### config.mk
export PLATFORM = sky130hd
export DESIGN_NAME = exec_stage
export DESIGN_NICKNAME = d
export VERILOG_FILES = /design/src/rtl/exec_stage.sv
export SDC_FILE = /design/constraint.sdc
export NUM_CORES = 1
export LEC_CHECK = 0
export ABC_AREA = 1
export CAP_MARGIN = 20
export CORE_MARGIN = 2
export CORE_UTILIZATION = 51
export CTS_BUF_LIST = sky130_fd_sc_hd__clkbuf_8
export CTS_CLUSTER_DIAMETER = 30
export DETAILED_ROUTE_END_ITERATION = 8
export PLACE_DENSITY = 0.78
export SLEW_MARGIN = 30
export SYNTH_ARGS = -nofsm -noshare
export SYNTH_HDL_FRONTEND = slang
export SYNTH_SLANG_ARGS = --single-unit
### constraint.sdc
create_clock -name clock -period 7 [get_ports clock]
set_input_delay 1.4 -clock clock [delete_from_list [all_inputs] [get_ports clock]]
set_output_delay 1.4 -clock clock [all_outputs]
set_load 0.03 [all_outputs]
### src/rtl/exec_stage.sv
// Execute stage: runs the small 16-bit register ISA on ops streamed from fetch,
// drops wrong-path ops by matching each op's fetch address, and issues branch redirects.
module exec_stage #(
  parameter int op_width   = 16,
  parameter int addr_width = 9
) (
  input  logic                  clock,
  input  logic                  reset_n,
  input  logic                  running,
  input  logic                  op_valid,
  input  logic [op_width-1:0]   op,
  input  logic [addr_width-1:0] op_ip,
  output logic                  op_ready,
  output logic                  redirect,
  output logic [addr_width-1:0] redirect_ip,
  output logic [3:0]            leds,
  output logic                  halted,
  output logic                  illegal,
  output logic [15:0]           retire_count
);

  typedef enum logic [1:0] {
    st_idle,
    st_run,
    st_halt
  } state_t;

  localparam logic [3:0] opc_nop  = 4'h0;
  localparam logic [3:0] opc_ldi  = 4'h1;
  localparam logic [3:0] opc_add  = 4'h2;
  localparam logic [3:0] opc_sub  = 4'h3;
  localparam logic [3:0] opc_addi = 4'h4;
  localparam logic [3:0] opc_out  = 4'h5;
  localparam logic [3:0] opc_bnz  = 4'h6;
  localparam logic [3:0] opc_jmp  = 4'h7;
  localparam logic [3:0] opc_halt = 4'hF;

  state_t                state, state_d;
  logic [op_width-1:0]   regs [8];
  logic [addr_width-1:0] expected_ip;

  logic [3:0]            opcode;
  logic [2:0]            rd, rs;
  logic [op_width-1:0]   rd_val, rs_val, imm8_sext;
  logic                  accept, retire;
  logic                  wr_en, taken, is_out, is_halt, is_illegal;
  logic [op_width-1:0]   wr_data;
  logic [addr_width-1:0] target, ip_next;

  assign opcode    = op[15:12];
  assign rd        = op[11:9];
  assign rs        = op[8:6];
  assign rd_val    = (rd == 3'd0) ? '0 : regs[rd];
  assign rs_val    = (rs == 3'd0) ? '0 : regs[rs];
  assign imm8_sext = {{(op_width-8){op[7]}}, op[7:0]};
  assign ip_next   = op_ip + addr_width'(1);

  assign op_ready = (state == st_run) && running;
  assign halted   = (state == st_halt);
  assign accept   = op_valid && op_ready;
  // Ops whose fetch address does not match are wrong-path leftovers after a redirect.
  assign retire   = accept && (op_ip == expected_ip);

  // NOTE: every signal gets a default before the case, so no path leaves one unassigned (no latch).
  always_comb begin
    wr_en      = 1'b0;
    wr_data    = rd_val;
    taken      = 1'b0;
    target     = op[addr_width-1:0];
    is_out     = 1'b0;
    is_halt    = 1'b0;
    is_illegal = 1'b0;
    case (opcode)
      opc_nop:  ;
      opc_ldi:  begin wr_en = 1'b1; wr_data = {{(op_width-8){1'b0}}, op[7:0]}; end
      opc_add:  begin wr_en = 1'b1; wr_data = rd_val + rs_val; end
      opc_sub:  begin wr_en = 1'b1; wr_data = rd_val - rs_val; end
      opc_addi: begin wr_en = 1'b1; wr_data = rd_val + imm8_sext; end
      opc_out:  is_out = 1'b1;
      opc_bnz:  begin
        taken  = (rd_val != '0);
        target = op_ip + imm8_sext[addr_width-1:0];
      end
      opc_jmp:  taken = 1'b1;
      opc_halt: is_halt = 1'b1;
      default:  is_illegal = 1'b1;
    endcase
  end

  always_comb begin
    state_d = state;
    if (!running) begin
      state_d = st_idle;
    end else begin
      case (state)
        st_idle: state_d = st_run;
        st_run:  if (retire && is_halt) state_d = st_halt;
        default: state_d = state;
      endcase
    end
  end

  // NOTE: sequential state uses non-blocking assignments so all registers update from pre-edge values.
  always_ff @(posedge clock or negedge reset_n) begin
    if (!reset_n) state <= st_idle;
    else          state <= state_d;
  end

  always_ff @(posedge clock or negedge reset_n) begin
    if (!reset_n) begin
      // NOTE: the register file is small and must read 0 after reset, so it lives in flops with reset.
      for (int i = 0; i < 8; i++) regs[i] <= '0;
      expected_ip  <= '0;
      redirect     <= 1'b0;
      redirect_ip  <= '0;
      leds         <= '0;
      illegal      <= 1'b0;
      retire_count <= '0;
    end else if (!running) begin
      for (int i = 0; i < 8; i++) regs[i] <= '0;
      expected_ip  <= '0;
      redirect     <= 1'b0;
      redirect_ip  <= '0;
      leds         <= '0;
      illegal      <= 1'b0;
      retire_count <= '0;
    end else begin
      redirect <= 1'b0;
      if (retire) begin
        retire_count <= retire_count + 16'd1;
        expected_ip  <= taken ? target : ip_next;
        if (taken) begin
          redirect    <= 1'b1;
          redirect_ip <= target;
        end
        if (wr_en && rd != 3'd0) regs[rd] <= wr_data;
        if (is_out)              leds     <= rs_val[3:0];
        if (is_illegal)          illegal  <= 1'b1;
      end
    end
  end

endmodule
### Word-level counts from Yosys, hierarchy flattened

Index checks and enable logic that the tools add are counted.

* RAM bits: 0
* bits in latches: 0
* logic and storage cells: 103
* memories kept: 0
* bits in read-only memories: 0
* input bits: 29
* register bits: 170

* reduce and logical (&&, ||, !) cells: 19
* eq/ne operators: 18
* $lt $le $gt $ge: 3
* add/subtract/negate cells: 6
* divide/modulo/power cells: 0
* shift-type cells: 0
* bitwise operators: 2
* mux-type cells: 40
* multipliers: 0

Operators by type and width (number)
* 2-to-1 mux 128 bit: 3
* 2-to-1 mux 16 bit: 9
* bitwise mux 128 bit: 1
* binary-select mux 16 bit (select 3 bit): 2
* one-hot mux 16 bit (4 select lines): 1
* 2-to-1 mux 9 bit: 7
* demux 16 bit (select 3 bit): 1
* adder 16 bit: 2
* adder 16 x 1 -> 16 bit, second input constant: 1
* equality test 4 x 3 -> 1 bit, second input constant: 4
* nonzero test 16 bit: 1
* subtractor 16 bit: 1
* 2-to-1 mux 4 bit: 3
* AND reduction 2 bit: 5
* adder 9 x 1 -> 9 bit, second input constant: 1
* adder 9 bit: 1
* equality test 9 bit: 1
* 2-to-1 mux 1 bit: 9
* OR reduction 9 bit: 1
* equality test 4 x 2 -> 1 bit, second input constant: 2
* >= comparator 4 bit, second input constant: 2
* != test 2 x 1 -> 1 bit, second input constant: 4
* NOT 3 -> 4 bit: 2
* logical AND 1 bit: 6
* 16 further kinds: 18

### Logic depth before layout (Yosys ltp)

Gate-level depths: netlist of run 1.

* word-level depth: 11
* mapped depth: 30

### Worst setup path before layout of run 1

No wires, ideal clock.

* path kind: input to register
* start: input port op[8]
* end: register regs[30] (netlist name)
* stages: 25
* path slack: 2644 ps
* data required time: 6859 ps
* buffers on the path: 2
* arrival: 4215 ps
* cells stage by stage: buf_2 > a21oi_1 > buf_2 > nand2_1 > nand2_1 > nor2_1 > nand2_1 > nor2_4 > inv_1 > nor2_1 > inv_1 > nor2_2 > or2_2 > a31oi_1 > a21oi_1 > ha_1 > inv_1 > nor3_1 > nand3_1 > nand2_1 > a21oi_1 > o21ai_0 > o21ai_0 > inv_1 > o22ai_1

* longest elaborated chain between the ends: 11
* elaborated cells between the ends (all ways): 13
* classes of those cells: add/sub (2); mux (9); bitwise (1); reduce/logical (1)

Ends and longest elaborated chain
* start, declared: RTL line 11 `input logic [op_width-1:0] op,`
* NOT 3 -> 4 bit (implied by the code): RTL line 54 `assign rs_val = (rs == 3'd0) ? '0 : regs[rs];`
* binary-select mux 16 bit (select 3 bit): RTL line 54
* 2-to-1 mux 16 bit (implied by the code) (2 in a row): RTL line 54
* 2-to-1 mux 16 bit *: RTL line 54
* subtractor 16 bit or adder 16 bit (tied branches): RTL line 77, 76
* one-hot mux 16 bit (4 select lines) *: RTL line 73 `case (opcode)`
* bitwise mux 128 bit *: RTL line 136 `if (wr_en && rd != 3'd0) regs[rd] <= wr_data;`
* 2-to-1 mux 128 bit *: RTL line 136
* 2-to-1 mux 128 bit *: RTL line 129 `if (retire) begin`
* 2-to-1 mux 128 bit *: RTL line 119 `end else if (!running) begin`
* end signal, assigned by index: RTL line 136
* end, declared: RTL line 39 `logic [op_width-1:0] regs [8];`

Mark *: on every way between the ends. The rest lies on a longest branch, timed or not. The select of a mux whose other input is x is not followed.
A chain may end at the register's enable or synchronous reset.

### Worst setup path in the final report of run 1

* start: input port op[7]
* end: register regs[62] (netlist name)

* longest elaborated chain between the ends: 11
* elaborated cells between the ends (all ways): 14
* classes of those cells: add/sub (3); mux (9); bitwise (1); reduce/logical (1)

Ends and longest elaborated chain (RTL line)
* NOT 3 -> 4 bit (implied by the code): 54
* binary-select mux 16 bit (select 3 bit): 54
* 2-to-1 mux 16 bit (implied by the code) (2 in a row): 54
* 2-to-1 mux 16 bit: 54
* subtractor 16 bit or adder 16 bit (tied branches): 77, 76
* one-hot mux 16 bit (4 select lines) *: 73
* bitwise mux 128 bit *: 136
* 2-to-1 mux 128 bit *: 136
* 2-to-1 mux 128 bit *: 129
* 2-to-1 mux 128 bit *: 119

Marked as above.

==> summary.txt, run 1 <==
hold_buf cts - 0
width of the die - 150 um
synthesized area - 10800 um^2
Core ar. - 20900 um^2
worst-skew pair later-pin latency - 0.48 ns
Synth Area in Adders - 3.26%
pwr dens - 170 nW/um^2
relative slew slack - 33.2%
VDD IR-drop max - 0.103 mV
CP Max Fanout - 14
LEAKAGE - 5.94 nW
reg-to-reg startpoint - regs[122]$_DFFE_PN0P_
diodes inserted - 0
largest net degree at the start of global routing - 97
worst slew pin tran - 1.00 ns
Post-Route WL - 36200 um
Mapped Nets - 1550
clock buffer depth - 2
TritonCTS clock tree - done
Die H - 150 um
layout overhead on the synthesized area - 10.7%
Initial Utilization - 51.7%
top cells by area, synth - dfrtp_1, nand2_1, inv_1
max cap viols - 0
post-synthesis mux area share - 0%
vias in the first global route - 10300
WHS Path Cells - 2
Fin. Hold Viols - 0
Seq cells post-synth - 170
Worst-path clk slew - 0.09 ns
worst clock skew - 0.0178 ns
H-tree Lvls - 4
cell with the most instances after synthesis - nand2_1
outcome - finished clean
largest family of logic cells by synthesized area - simple AND/OR/NAND/NOR gates
Ys Warns - 0
CP max stage cell - inv_1
minimum clock period - 5.96 ns
met2 Usage GRT - 49.9%
busiest grt layer - met2
Yosys top cell area share - 39.4%
Synth async-reset ratio - 100%
Vias/cell - 6.05
met3 usage - 9.24%
TNS Setup - 0 ns
initial antenna violation count - 1
routed len/inst - 19.9 um
critical path launch point type - primary input
reg2reg end - regs[93]$_DFFE_PN0P_
I/O pin count - 62
sequential fraction of the synthesis area - 39.4%
reg-to-reg slack, setup - 2.88 ns
CTS buffer count - 17
simple-gate share of the synthesized area - 26.4%
fin nets - 1592
XOR/XNOR Fraction of Synth Area - 1.46%
total global-route track usage - 33.0%
PostCTS Resize Cnt - 0
die area - 22400 um^2
HP Start - regs[117]$_DFFE_PN0P_
DRT antenna net count - 0
crit end category - flop
Pre-antenna DRT Iters - 6
post-synthesis compound-gate area fraction - 17.9%
Netlist cell types - 54
reg2reg path depth - 20
Req. time, crit path - 7.33 ns
Hold WC Path Type - flop to flop
CTS sink count - 170
number of synthesized flops with an enable pin - 0
Mapped Avg Cell Area - 7.24 um^2
DP Wirelength - 25300 um
Min Hold Slack - 0.472 ns
Crit path max-delay family - buffers and inverters
Max stage delay on crit path - 0.58 ns
most frequent cells after synthesis - nand2_1, inv_1, dfrtp_1
post-CTS setup buffer count - 0
CP Buf/Inv Count - 6
fin crit share - 85.1%
Levels on crit path - 25
drt drc - 0
Syn Inst Count - 1494
Post-synth top flop - dfrtp_1
row cnt - 53
met1 Use GR - 45.0%
Root Buffer - clkbuf_8
Iter 0 DRT Violations - 1523
unrepaired setup endpoints after global routing - no
Max Clock Freq - 0.168 GHz
CP arrival - 6.29 ns
share of layout cells above drive strength 1 - 7.30%
first-pass GRT wire length - 57000 um
Final Setup Violations - 0
Yosys top cell by area - dfrtp_1
critical path class - primary input to flop
Vias - 11000
GRT overflow - 0
Port Buffers - 61
Hold Path End - regs[117]$_DFFE_PN0P_
Slew Viols, Final - 0
GP Congestion - 1.06
==> metal layers <==
layer | up-vias | part of all wire, %
met5 | - | 0.036
met4 | 2 | 3.7
met1 | 5134 | 41
li1 | 5024 | -
met2 | 733 | 43
met3 | 135 | 13
==> worst max path at each step <==
stage / start / end / slack (ns)
2_1_floorplan: op[8] / regs[30]$_DFFE_PN0P_ / 2.64
3_3_place_gp: op[7] / regs[62]$_DFFE_PN0P_ / 0.85
3_5_place_dp: op[7] / regs[62]$_DFFE_PN0P_ / 0.85
4_1_cts: op[7] / regs[62]$_DFFE_PN0P_ / 1.32
5_1_grt: op[7] / regs[14]$_DFFE_PN0P_ / 0.72
6_report: op[7] / regs[62]$_DFFE_PN0P_ / 1.04
==> worst min-delay path, stage by stage, from the launching register on <==
cell and delay (ns):
dfrtp_1 0.35, nand2_1 0.05, inv_1 0.04
==> stage by stage <==
stage	cells	area (um^2)	total power, W	setup WS, ns	util, %
after floorplan	1494	10800	0.00121	2.64	-
after global placement	1792	11600	0.00133	0.854	55.4
after detailed placement	1792	11600	0.00133	0.849	55.4
after CTS	1823	12000	0.00203	1.32	57.3
after global routing	1823	12000	0.00211	0.715	57.3
final	1823	12000	0.00203	1.04	57.3
==> cells in the final DEF (no fill, tap or decap), types with 3 or more instances in the layout <==
master / netlist / routed
xor2_1: 13 / 13
ha_1: 25 / 25
inv_1: 225 / 226
nand4_1: 11 / 11
inv_6: 0 / 3
buf_4: 8 / 17
clkdlybuf4s50_1: 0 / 59
clkbuf_8: 0 / 21
a22oi_1: 12 / 12
o21ai_0: 68 / 68
o22ai_1: 114 / 114
o21a_1: 3 / 3
inv_2: 19 / 19
or2_2: 5 / 5
nand3_1: 107 / 107
nand2_1: 409 / 409
o21ai_1: 3 / 3
o211ai_1: 16 / 16
a221oi_1: 4 / 4
a21oi_1: 49 / 49
nor2_1: 76 / 76
nand3b_1: 4 / 4
nor2_2: 12 / 12
a31oi_1: 11 / 11
xnor2_1: 5 / 5
dfrtp_1: 170 / 170
nor3_1: 12 / 12
o221ai_1: 12 / 12
a211oi_1: 12 / 12
nand2_2: 11 / 11
clkinv_4: 0 / 3
==> registers in the layout (all words and copies together), names as in the netlist <==
| signal | count |
|---|---|
| state | 2 |
| redirect_ip | 9 |
| redirect | 1 |
| expected_ip | 9 |
| retire_count | 16 |
| regs | 128 |
| leds | 4 |
| illegal | 1 |
==> cell type report <==
cell class                 instances  area [um^2]
sequential                       170         4250
inverter                         247          932
clock inverter                    11          113
tap                              275          344
clock buffer                      20          275
fill                            1971         8920
multi-input combinational       1021         5300
timing repair buffer              79          748
==> logic make-up after synthesis <==
group,count (synthesis)
simple gates,662
compound gates,314
fa+ha+maj,27
flops,170
xor+xnor,18
buf+inv,303
==> power by group <==
group	internal, W	switching [W]	total, W
clock network	0.000314	0.000395	0.000709
logic	0.0000946	0.000241	0.000336
registers	0.000984	0.00000187	0.000986
total	0.00139	0.000638	0.00203
Note: power is estimated with default switching activity, not from simulation.
==> run 2: changes to the inputs <==
--- a/config.mk
+++ b/config.mk
@@ -7,12 +7,12 @@
 export LEC_CHECK = 0
 export ABC_AREA = 1
 export CAP_MARGIN = 20
-export CORE_MARGIN = 2
-export CORE_UTILIZATION = 51
+export CORE_MARGIN = 1
+export CORE_UTILIZATION = 50
 export CTS_BUF_LIST = sky130_fd_sc_hd__clkbuf_8
 export CTS_CLUSTER_DIAMETER = 30
 export DETAILED_ROUTE_END_ITERATION = 8
-export PLACE_DENSITY = 0.78
+export PLACE_DENSITY = 0.77
 export SLEW_MARGIN = 30
 export SYNTH_ARGS = -nofsm -noshare
 export SYNTH_HDL_FRONTEND = slang
==> run 2 against run 1 <==
Non-clock buffer count down 1; final cell count unchanged; combinational power about the same.
==> summary.txt, run 2 (synthesized netlist as in run 1, its figures left out) <==
VDD IR-drop max - 0.110 mV
GRT overflow - 0
fin nets - 1591
DP Wirelength - 25500 um
worst clock skew - 0.0194 ns
Worst-path clk slew - 0.11 ns
HP Start - regs[117]$_DFFE_PN0P_
total global-route track usage - 33.9%
worst-skew pair later-pin latency - 0.49 ns
initial antenna violation count - 1
Iter 0 DRT Violations - 1416
crit end category - flop
layout overhead on the synthesized area - 11.1%
Pre-antenna DRT Iters - 8
H-tree Lvls - 4
LEAKAGE - 5.96 nW
DRT antenna net count - 0
vias in the first global route - 10500
post-route cell area - 12000 um^2
Hold Path End - regs[117]$_DFFE_PN0P_
critical path class - primary input to flop
die area - 22200 um^2
CTS buffer count - 17
width of the die - 149 um
Regs by FF count - regs: 128 flops, retire_count: 16 flops
WHS Path Cells - 2
Core ar. - 21100 um^2
Hold WC Path Type - flop to flop
relative slew slack - 37.4%
reg-to-reg startpoint - regs[98]$_DFFE_PN0P_
Vias - 11100
Initial Utilization - 51.3%
worst slew pin tran - 0.933 ns
Post-DP Area - 11600 um^2
row cnt - 53
most frequent cells in the layout - nand2_1, inv_1, dfrtp_1
Fin. Hold Viols - 0
max cap viols - 0
TritonCTS clock tree - done
drt drc - 0
Layout fillers - 1976
minimum clock period - 5.97 ns
PostCTS Resize Cnt - 0
CP Max Fanout - 14
Largest Register - regs
GP Congestion - 1.02
fin crit share - 85.2%
unrepaired setup endpoints after global routing - no
pwr dens - 173 nW/um^2
outcome - finished clean
critical path launch point type - primary input
TNS Setup - 0 ns
post-CTS setup buffer count - 0
reg2reg path depth - 28
Max Clock Freq - 0.168 GHz
Vias/cell - 6.11
routed len/inst - 20.1 um
Slew Viols, Final - 0
most common cell after layout, fill and taps aside - nand2_1
Place WS - 0.796 ns
Port Buffers - 61
Post-Route WL - 36700 um
hold_buf cts - 0
diodes inserted - 0
I/O pin count - 62
Final Setup Violations - 0
reg2reg end - regs[60]$_DFFE_PN0P_
CP arrival - 6.34 ns
final setup margin - 1.03 ns
first-pass GRT wire length - 57000 um
Die H - 149 um
largest net degree at the start of global routing - 100
reg-to-reg slack, setup - 2.95 ns
Root Buffer - clkbuf_8
Req. time, crit path - 7.37 ns
CTS sink count - 170
share of layout cells above drive strength 1 - 7.36%
clock buffer depth - 2
max reg flops - 128
==> run 2: cell count changes in the layout (fill, tap and decap cells not counted) <==
| cell | delta |
|---|---|
| buf_12 | +1 |
| buf_4 | -3 |
| clkbuf_2 | +1 |
| clkbuf_8 | -2 |
| clkinv_8 | +3 |
| clkinvlp_4 | -1 |
| inv_1 | -1 |
| inv_6 | -2 |
| inv_8 | +4 |
==> run 2: cell type report <==
type,instances,area (um^2),area share (%)
Inverter,247,932,7.76
Multi-Input combinational cell,1021,5300,44.1
Sequential cell,170,4250,35.4
Tap cell,275,344,2.87
Timing Repair Buffer,78,751,6.25
Clock buffer,18,248,2.06
Clock inverter,14,178,1.48
==> run 2: through the flow <==
stage               util, %  power, W  cells  hold slack (ns)
floorplan                 -   0.00121   1494            0.431
detailed placement     54.9   0.00133   1790            0.452
global placement       54.9   0.00133   1790            0.449
CTS                    56.9   0.00207   1822            0.479
global route           56.9   0.00215   1823            0.491
finish                 56.9   0.00208   1823            0.477
==> run 2: power by group <==
| part | internal, W | leakage, nW | switching (W) | total [W] |
|---|---|---|---|---|
| Clock | 0.000314 | 0.212 | 0.000443 | 0.000757 |
| Sequential | 0.000984 | 2.37 | 0.00000163 | 0.000986 |
| Combinational | 0.0000943 | 3.38 | 0.000243 | 0.000337 |
| Total | 0.00139 | 5.96 | 0.000688 | 0.00208 |
==> run 2: worst max path at each step <==
stage                      from                    to  slack [ns]
after CTS                 op[9]  regs[60]$_DFFE_PN0P_        1.29
after global routing      op[9]  regs[92]$_DFFE_PN0P_        0.78
final                     op[9]  regs[60]$_DFFE_PN0P_        1.03
after detailed placement  op[9]  regs[60]$_DFFE_PN0P_        0.80
after floorplan           op[8]  regs[30]$_DFFE_PN0P_        2.64
after global placement    op[9]  regs[76]$_DFFE_PN0P_        0.83
==> run 2: routing by layer <==
metal	global-route usage [%]	share of wire, %
met1	45.2	40
met4	17.2	4.5
met2	50.3	43
met3	9.45	13
met5	0	0
==> run 2: worst max-delay path, stage by stage <==
cell	delay, ns
clkdlybuf4s50_1	0.39
buf_4	0.21
inv_1	0.46
nand3_1	0.69
inv_1	0.49
a22oi_1	0.14
o211ai_1	0.27
fa_1	0.29
nand2_1	0.06
inv_1	0.06
o21ai_0	0.07
nand2_1	0.09
nand2_1	0.07
a31oi_1	0.36
inv_1	0.07
o21ai_0	0.28
nand2_1	0.08
nand2_1	0.12
nand3_1	0.10
nand2_1	0.07
nand2_1	0.05
nand3_1	0.06
nand2_1	0.23
nand2_1	0.14
nand2_1	0.06
==> run 3: changes to the inputs <==
--- a/config.mk
+++ b/config.mk
@@ -12,7 +12,8 @@
 export CTS_BUF_LIST = sky130_fd_sc_hd__clkbuf_8
 export CTS_CLUSTER_DIAMETER = 30
 export DETAILED_ROUTE_END_ITERATION = 8
-export PLACE_DENSITY = 0.77
+export PLACE_DENSITY = 0.74
+export SKIP_CTS_REPAIR_TIMING = 1
 export SLEW_MARGIN = 30
 export SYNTH_ARGS = -nofsm -noshare
 export SYNTH_HDL_FRONTEND = slang
==> run 3 against run 2 <==
Wire length shrank 2.6%; global-route usage down 0.73 points; critical path depth is the same; non-clock buffer count did not move; highest routed layer is now met5; sequential cell count did not move; register-to-register slack better by 0.14 ns; worst hold slack got worse by 0.0033 ns.
==> summary.txt, run 3 (synthesized netlist as in run 1, its figures left out) <==
Req. time, crit path - 7.39 ns
pwr dens - 169 nW/um^2
Non-Filler Instances - 1823
CTS sink count - 170
Iter 0 DRT Violations - 1318
CP arrival - 6.19 ns
relative slew slack - 34.2%
DP Wirelength - 24700 um
Layout fillers - 2036
crit end category - flop
LEAKAGE - 5.95 nW
Post-Route Utilization - 56.7%
width of the die - 149 um
Worst-path clk slew - 0.10 ns
Root Buffer - clkbuf_8
CTS buffer count - 17
reg2reg path depth - 28
Max Clock Freq - 0.172 GHz
reg2reg end - regs[108]$_DFFE_PN0P_
share of layout cells above drive strength 1 - 7.24%
routed len/inst - 19.6 um
most frequent cells in the layout - nand2_1, inv_1, dfrtp_1
number of cells after detailed placement - 1791
Pre-antenna DRT Iters - 6
largest net degree at the start of global routing - 103
row cnt - 53
total global-route track usage - 33.2%
fin crit share - 82.9%
Crit path max-delay family - simple AND/OR/NAND/NOR gates
Max stage delay on crit path - 0.65 ns
initial antenna violation count - 1
worst slew pin tran - 0.987 ns
Final Setup Violations - 0
Vias/cell - 5.98
most common cell after layout, fill and taps aside - nand2_1
CP Buf/Inv Count - 6
Core ar. - 21100 um^2
I/O pin count - 62
minimum clock period - 5.81 ns
worst-skew pair later-pin latency - 0.49 ns
HP Start - regs[117]$_DFFE_PN0P_
vias in the first global route - 10200
layout overhead on the synthesized area - 10.5%
critical path launch point type - primary input
Post-DP Area - 11600 um^2
TritonCTS clock tree - done
clock buffer depth - 2
fin nets - 1591
outcome - finished clean
Regs by FF count - regs: 128 flops, retire_count: 16 flops
GP Congestion - 1.10
Fin. Hold Viols - 0
critical path class - primary input to flop
die area - 22200 um^2
unrepaired setup endpoints after global routing - no
Hold WC Path Type - flop to flop
worst clock skew - 0.0198 ns
H-tree Lvls - 4
DRT antenna net count - 0
first-pass GRT wire length - 55800 um
max cap viols - 0
post-route cell area - 11900 um^2
Post-Route WL - 35700 um
WHS Path Cells - 2
most used cell along the critical path - nand2_1
Die H - 149 um
CP max stage cell - nand3_1
diodes inserted - 0
max reg flops - 128
Largest Register - regs
Hold Path End - regs[117]$_DFFE_PN0P_
Port Buffers - 61
Initial Utilization - 51.3%
Vias - 10900
CP Max Fanout - 14
reg-to-reg startpoint - regs[2]$_DFFE_PN0P_
VDD IR-drop max - 0.111 mV
GRT overflow - 0
reg-to-reg slack, setup - 3.09 ns
TNS Setup - 0 ns
Slew Viols, Final - 0
drt drc - 0
-- run 3: cell count changes in the layout (fill, tap and decap cells not counted), moves of 2 or more --
cell,previous run,this run
buf_4,14,17
clkinv_2,0,3
clkinv_8,3,1
inv_1,225,227
inv_6,1,4
inv_8,5,2
-- run 3: layout make-up --
| class | instances | area [um^2] | area share (%) |
|---|---|---|---|
| timing repair buffer | 78 | 737 | 6.17 |
| multi-input combinational | 1021 | 5300 | 44.4 |
| tap | 275 | 344 | 2.88 |
| inverter | 247 | 932 | 7.80 |
| sequential | 170 | 4250 | 35.6 |
| clock inverter | 15 | 144 | 1.20 |
| clock buffer | 17 | 234 | 1.96 |
-- run 3: per-layer routing --
layer	routed length, um	vias to the layer above	global-route usage [%]
met2	15200	722	48.1
met5	5	-	0
met4	1510	2	16.2
li1	-	5023	-
met1	14600	5041	45.6
met3	4470	119	8.96
-- run 3: through the flow --
stage	hold WS (ns)	total power, W	worst slack (ns)
after floorplan	0.431	0.00121	2.64
after global placement	0.447	0.00133	0.909
after detailed placement	0.452	0.00133	0.887
after CTS	0.478	0.00201	1.39
after global routing	0.492	0.00209	0.985
final	0.473	0.00202	1.19
-- run 3: worst max-delay path by stage --
stage	cells after the start	end	startpoint	slack, ns
after detailed placement	25	regs[28]$_DFFE_PN0P_	op[9]	0.89
final	25	regs[108]$_DFFE_PN0P_	op[9]	1.19
after CTS	25	regs[108]$_DFFE_PN0P_	op[9]	1.39
after global routing	25	regs[76]$_DFFE_PN0P_	op[9]	0.99
after floorplan	25	regs[30]$_DFFE_PN0P_	op[8]	2.64
after global placement	25	regs[76]$_DFFE_PN0P_	op[9]	0.91
-- run 3: worst register-to-register path: cells and delay by family (launching register included) --
family,cells,cell delay [ns]
buf+inv,3,0.23
flops,1,0.40
fa+ha+maj,1,0.37
simple gates,20,2.03
compound gates,4,0.80
-- run 3: where the power goes --
part | leakage, nW | internal [W] | switching, W
registers | 2.37 | 0.000984 | 0.00000165
clock network | 0.204 | 0.000289 | 0.000411
logic | 3.37 | 0.0000935 | 0.000238
